$ cat config.mk
export PLATFORM = sky130hd
export DESIGN_NAME = piso_serializer
export DESIGN_NICKNAME = d
export VERILOG_FILES = /design/src/rtl/piso_serializer.sv
export SDC_FILE = /design/constraint.sdc
export NUM_CORES = 1
export LEC_CHECK = 0
export ABC_CLOCK_PERIOD_IN_PS = 3200
export CORE_MARGIN = 1
export CORE_UTILIZATION = 49
export CTS_CLUSTER_DIAMETER = 120
export DETAILED_ROUTE_END_ITERATION = 10
export GPL_ROUTABILITY_DRIVEN = 1
export PLACE_DENSITY = 0.91
export SYNTH_ARGS = -nofsm -noshare
export SYNTH_HDL_FRONTEND = slang
export SYNTH_SLANG_ARGS = --single-unit
$ cat constraint.sdc
create_clock -name clk -period 3.2 [get_ports clk]
set_input_delay 0.8 -clock clk [delete_from_list [all_inputs] [get_ports clk]]
set_output_delay 0.8 -clock clk [all_outputs]
set_load 0.005 [all_outputs]
$ cat src/rtl/piso_serializer.sv
// -----------------------------------------------------------------------------
// piso_serializer
//   Parallel-in / serial-out shifter. A WIDTH-bit word is taken over a
//   valid/ready handshake and sent out one bit at a time, MSB-first or
//   LSB-first. Each bit is held for CLKS_PER_BIT clocks. The block flags the
//   first cycle of each bit and pulses done for one cycle when a frame ends.
//
// Ports
//   clk        : system clock, rising edge
//   rst_n      : asynchronous active-low reset
//   clr        : synchronous abort / clear, active-high, highest priority
//   D          : parallel word to transmit
//   in_valid   : D is valid this cycle
//   in_ready   : block can accept a word this cycle
//   out        : serial data (IDLE_LEVEL between frames)
//   bit_strobe : high in the first cycle of each bit
//   busy       : frame in progress
//   done       : one-cycle pulse after a frame completes normally
// -----------------------------------------------------------------------------
module piso_serializer #(
  parameter int   WIDTH        = 8,
  parameter int   CLKS_PER_BIT = 1,
  parameter int   LSB_FIRST    = 0,
  parameter logic IDLE_LEVEL   = 1'b0
) (
  input  logic             clk,
  input  logic             rst_n,
  input  logic             clr,
  input  logic [WIDTH-1:0] D,
  input  logic             in_valid,
  output logic             in_ready,
  output logic             out,
  output logic             bit_strobe,
  output logic             busy,
  output logic             done
);

  localparam int BCW = $clog2(WIDTH);
  localparam int DCW = (CLKS_PER_BIT > 1) ? $clog2(CLKS_PER_BIT) : 1;

  typedef enum logic {
    ST_IDLE  = 1'b0,
    ST_SHIFT = 1'b1
  } state_t;

  state_t           r_state;
  state_t           w_state_next;
  logic [WIDTH-1:0] r_shreg;
  logic [WIDTH-1:0] w_shreg_next;
  logic [BCW-1:0]   r_bit_cnt;
  logic [BCW-1:0]   w_bit_cnt_next;
  logic [DCW-1:0]   r_div_cnt;
  logic [DCW-1:0]   w_div_cnt_next;
  logic             r_done;
  logic             w_done_next;

  logic             w_div_wrap;
  logic             w_last_bit;
  logic [WIDTH-1:0] w_shifted;
  logic             w_head_bit;

  // Terminal counts compared against the full parameter values.
  assign w_div_wrap = (r_div_cnt == DCW'(CLKS_PER_BIT - 1));
  assign w_last_bit = (r_bit_cnt == BCW'(WIDTH - 1));

  // Direction is fixed at elaboration: the bit on out is always the one the
  // next shift discards, and zeros fill in from the far end.
  generate
    if (LSB_FIRST != 0) begin : g_lsb
      assign w_shifted  = {1'b0, r_shreg[WIDTH-1:1]};
      assign w_head_bit = r_shreg[0];
    end else begin : g_msb
      assign w_shifted  = {r_shreg[WIDTH-2:0], 1'b0};
      assign w_head_bit = r_shreg[WIDTH-1];
    end
  endgenerate

  always_ff @(posedge clk or negedge rst_n) begin
    if (!rst_n) begin
      r_state   <= ST_IDLE;
      r_shreg   <= '0;
      r_bit_cnt <= '0;
      r_div_cnt <= '0;
      r_done    <= 1'b0;
    end else begin
      r_state   <= w_state_next;
      r_shreg   <= w_shreg_next;
      r_bit_cnt <= w_bit_cnt_next;
      r_div_cnt <= w_div_cnt_next;
      r_done    <= w_done_next;
    end
  end

  always_comb begin
    w_state_next   = r_state;
    w_shreg_next   = r_shreg;
    w_bit_cnt_next = r_bit_cnt;
    w_div_cnt_next = r_div_cnt;
    w_done_next    = 1'b0;
    in_ready       = 1'b0;
    out            = IDLE_LEVEL;
    bit_strobe     = 1'b0;
    busy           = 1'b0;

    case (r_state)
      ST_IDLE: begin
        in_ready = ~clr;
        if (in_valid && !clr) begin
          w_state_next   = ST_SHIFT;
          w_shreg_next   = D;
          w_bit_cnt_next = '0;
          w_div_cnt_next = '0;
        end
      end
      ST_SHIFT: begin
        busy       = 1'b1;
        out        = w_head_bit;
        bit_strobe = (r_div_cnt == '0);
        if (w_div_wrap) begin
          w_div_cnt_next = '0;
          w_shreg_next   = w_shifted;
          w_bit_cnt_next = r_bit_cnt + BCW'(1);
          if (w_last_bit) begin
            w_state_next   = ST_IDLE;
            w_bit_cnt_next = '0;
            w_done_next    = 1'b1;
          end
        end else begin
          w_div_cnt_next = r_div_cnt + DCW'(1);
        end
      end
      default: begin
        w_state_next = ST_IDLE;
      end
    endcase

    // Abort wins over everything except the asynchronous reset.
    if (clr) begin
      w_state_next   = ST_IDLE;
      w_shreg_next   = '0;
      w_bit_cnt_next = '0;
      w_div_cnt_next = '0;
      w_done_next    = 1'b0;
    end
  end

  assign done = r_done;

endmodule
* Yosys cells after proc, flatten, opt, wreduce, memory -nomap -nowiden
Index checks and enable logic that the tools add are counted.
** Storage, ports and cells
- Memories :: 0
- RAM bits :: 0
- Output and inout bits :: 5
- Bits of input ports :: 12
- Register bits :: 14
- Latch bits :: 0
- Bits in read-only memories :: 0
- Logic and storage cells :: 42
** Cells by class
- Bitwise logic cells :: 3
- $mul :: 0
- Eq/ne operators :: 3
- Reduce and logical (&&, ||, !) cells :: 3
- Mux-type cells :: 26
- Magnitude comparators :: 0
- Add/subtract/negate cells :: 2
- Divide/modulo/power cells :: 0
- Shift-type cells :: 0
** Operator list (count)
- 8-bit two-way mux :: 3
- 8-bit case mux with 2 select lines :: 1
- 1-bit two-way mux :: 15
- 3-bit two-way mux :: 4
- 3-bit inequality test (second input constant) :: 2
- 3-bit case mux with 2 select lines :: 1
- 1-bit case mux with 2 select lines :: 2
- 3-bit by 1-bit adder with 3-bit output (second input constant) :: 1
- 3-bit == test (second input constant) :: 1
- 1-bit inverter :: 3
- 2-bit AND reduction :: 1
- 1-bit adder (second input constant) :: 1
- 1-bit logical AND :: 1
- 1-bit logical NOT :: 1

* Longest topological paths before layout
- Depth after elaboration :: 5
- Mapped depth :: 4
- Gate-level depth less buffers :: 4

* Least setup slack after synthesis
No wires, ideal clock.
- Path type :: input-to-output
- From :: input port clr
- To :: output port in_ready
- Arrival :: 1.165 ns
- Buffers on the path :: 1
- Required time :: 2.400 ns
- Stages on the path :: 2
- Path slack :: 1.235 ns
- Path through :: clkbuf_1 -> nor2_1
** On the way
- Cells in the longest elaborated chain, start to end :: 2
** Ends and longest elaborated chain
- start, declared :: line 28 : input logic clr,
- 1-bit inverter :: line 107 : in_ready = ~clr;
- 1-bit two-way mux :: line 105 : case (r_state)
- end, declared :: line 31 : output logic in_ready,
Every way passes these cells.

* Worst setup path in the final report
Same ends and word-level chain as after synthesis.

==> run_results.csv <==
group,metric,value,unit
critical_path,crit_start,"clr",
grt,grt_pass1_wl,1990,microns
final_layout,stdcell_area,836,sq um
sta,skew,0.00505,ns
sta,finalSetupViolCount,0,
yosys,synth-seq-cells,13,
sta,setup_tns,0,ns
critical_path,r2r_end,"r_shreg[1]",
cts,cts.sinks,13,
floorplanning,rows,12,
yosys,yosys_warnings,0,
detailed_routing,drt-pass1-iter-count,3,
placement,hpwl,800,microns
grt,grt_start_max_net_pins,23,
final_layout,layout-drive-gt1-share,8.00,%
min_path,worst_hold_path.endpoint,"r_bit_cnt[0]",
cts,clock_latency,0.27,ns
run_status,status,"completed",
sta,slew_headroom,61.1,%
yosys,synth_area,656,sq um
yosys,synth_cells,59,
sta,tightest_slew,0.582,ns
power,power_density,404,nW/um^2
final_layout,fin_nets,90,
final_layout,areaGrowthSynthToFinish,27.5,%
critical_path,arrival,1.85,ns
power,leakagePower,0.378,nW
grt,track_usage,19.9,%
yosys,synth_nets,73,
yosys,yosys.area.top_type,"dfrtp_1",
cts,htree_levels,1,
sta,fmaxAchievable,378,MHz
detailed_routing,route.detailed.drc,0,
critical_path,path_max_fanout,2,
sta,hold_viol_final,0,
critical_path,crit_type,"input port to output pin",
critical_path,r2r_slack,1.79,ns
critical_path,cp-start-kind,"input port",
critical_path,cpMostUsedCell,"clkdlybuf4s50_1",
cts,clk_path_buf_depth,2,
critical_path,reg2reg_depth,2,
yosys,synthTopCellsByArea,"dfrtp_1 (50%), mux2i_1 (12%), a211oi_1 (9.2%)",
detailed_routing,drt-total-wl,1180,microns
sta,min_period,2.65,ns
yosys,synth.distinct_cells,18,
grt,grt_pass1_vias,486,
yosys,avgSynthCellArea,11.1,sq um
critical_path,cp_cell_sequence,"clkdlybuf4s50_1, nor2_1, clkdlybuf4s50_1",
placement,routabilityCongestion,0.630,
floorplanning,io_pins,17,
critical_path,critPathMaxStageDelay,0.51,ns
placement,dp_slack,0.547,ns
critical_path,required,2.40,ns
final_layout,layout_common_cells,"clkdlybuf4s50_1 (16), dfrtp_1 (13), a211oi_1 (8), mux2i_1 (8), nor2b_1 (7)",
critical_path,r2r-start,"r_state",
sta,slew_viol_final,0,
critical_path,end_kind,"output pin",
critical_path,cpMaxStageDelayCell,"clkdlybuf4s50_1",
floorplanning,die_x,38.6,microns
detailed_routing,num_vias,484,
cts,clock-root-buffer,"clkbuf_4",
grt,overflow,0,
cts,cts_buffers,3,
placement,placement.cell_area,808,sq um
sta,rsz0062_at_grt,"false",
detailed_routing,first_iter_violations,5,
cts,cts_resized,0,
placement,dp_cells,85,
floorplanning,die_y,38.6,microns
power,totalPowerFinal,0.000338,W
sta,fin_crit_sh,82.7,%
cts,postCtsSetupRepairBufs,0,
floorplanning,dieArea,1490,sq um
min_path,min_from,"r_bit_cnt[0]",
power,ir_worst_vdd,0.000278,V
placement,port_buffers,16,
floorplanning,core-area,1170,sq um
flow_run,max_cap_violations,0,
min_path,worstHoldPathType,"flop to flop",
detailed_routing,viasPerCell,5.44,
cts,cts_hold_buffers,0,
floorplanning,initial_core_util,56.0,%
yosys,yosys.area.top_type_share,49.6,%
sta,fin_ws,0.555,ns
detailed_routing,wl_per_cell,13.2,microns
final_layout,diodes,0,
final_layout,finalNonFillerCells,89,
final_layout,final_common_cell,"clkdlybuf4s50_1",
grt,antenna_found_initial,0,
yosys,synth_seq_area_share,49.6,%
detailed_routing,detail-route-antenna-nets,0,
cts,cts_tree,"done",
final_layout,fillers,91,
cts,clkTransAtPathRegs,0.08,ns
min_path,whs_path_depth,2,
==> sequential cells by signal, summed over array words and instances (netlist names) <==
signal and cells:
r_shreg 8, r_bit_cnt 3, done 1, r_state 1
==> where the power goes <==
group | internal (W) | switching [W]
Sequential | 0.000174 | 0.00000899
Combinational | 0.0000323 | 0.0000227
Clock | 0.0000463 | 0.0000532
==> worst max path at each step <==
stage | to | slack, ns
finish | in_ready | 0.55
global route | in_ready | 0.49
CTS | in_ready | 0.54
detailed placement | in_ready | 0.55
global placement | in_ready | 0.56
floorplan | in_ready | 1.24
==> worst max-delay path: cells and delay by family <==
kind | cells | cell delay [ns]
and+or+nand+nor | 1 | 0.11
buffers and inverters | 2 | 0.93
==> synthesized netlist by cell type <==
cell type	instances
nand2_1	3
or3b_1	3
a21oi_1	2
mux2i_1	8
inv_1	1
nor2b_1	7
buf_2	2
nor3_1	1
buf_4	1
clkbuf_1	1
nor2_1	3
and2_1	1
buf_6	1
a211oi_1	8
a21oi_2	1
nand2b_1	1
dfrtp_1	13
ha_1	2
==> cells by family (layout without fill, tap and decap cells) <==
group                    after synthesis  after routing  share of synthesized area, %
buffers and inverters                  6             22                          5.53
multiplexers                           8              8                          12.2
adder cells (fa/ha/maj)                2              2                          3.82
AO/OA/AOI/OAI                         11             11                          12.0
flip-flops                            13             13                          49.6
AND/OR/NAND/NOR                       19             19                          16.8
==> layout make-up <==
cell class              count  area [sq um]  share of cell area (%)
clock inverters             1          5.00                   0.599
repair buffers             17           168                    20.1
flip-flops and latches     13           325                    38.9
multi-input cells          40           294                    35.2
clock buffers               3          22.5                    2.69
inverters                   1          3.75                   0.449
well taps                  14          17.5                    2.10
==> layer usage <==
metal  track usage, %  up-vias  wire [microns]
li1                 -      238               -
met1             24.1      223             520
met2             31.7       17             569
met3             4.62        6              59
met4             12.1        0              29
met5                0        -               0
==> stage by stage <==
step | utilization, % | hold WS, ns
floorplan | - | 0.504
global placement | 69.0 | 0.556
detailed placement | 69.0 | 0.559
CTS | 71.4 | 0.572
global route | 71.4 | 0.606
finish | 71.4 | 0.571
No activity file was read; power rests on OpenSTA's default activity.
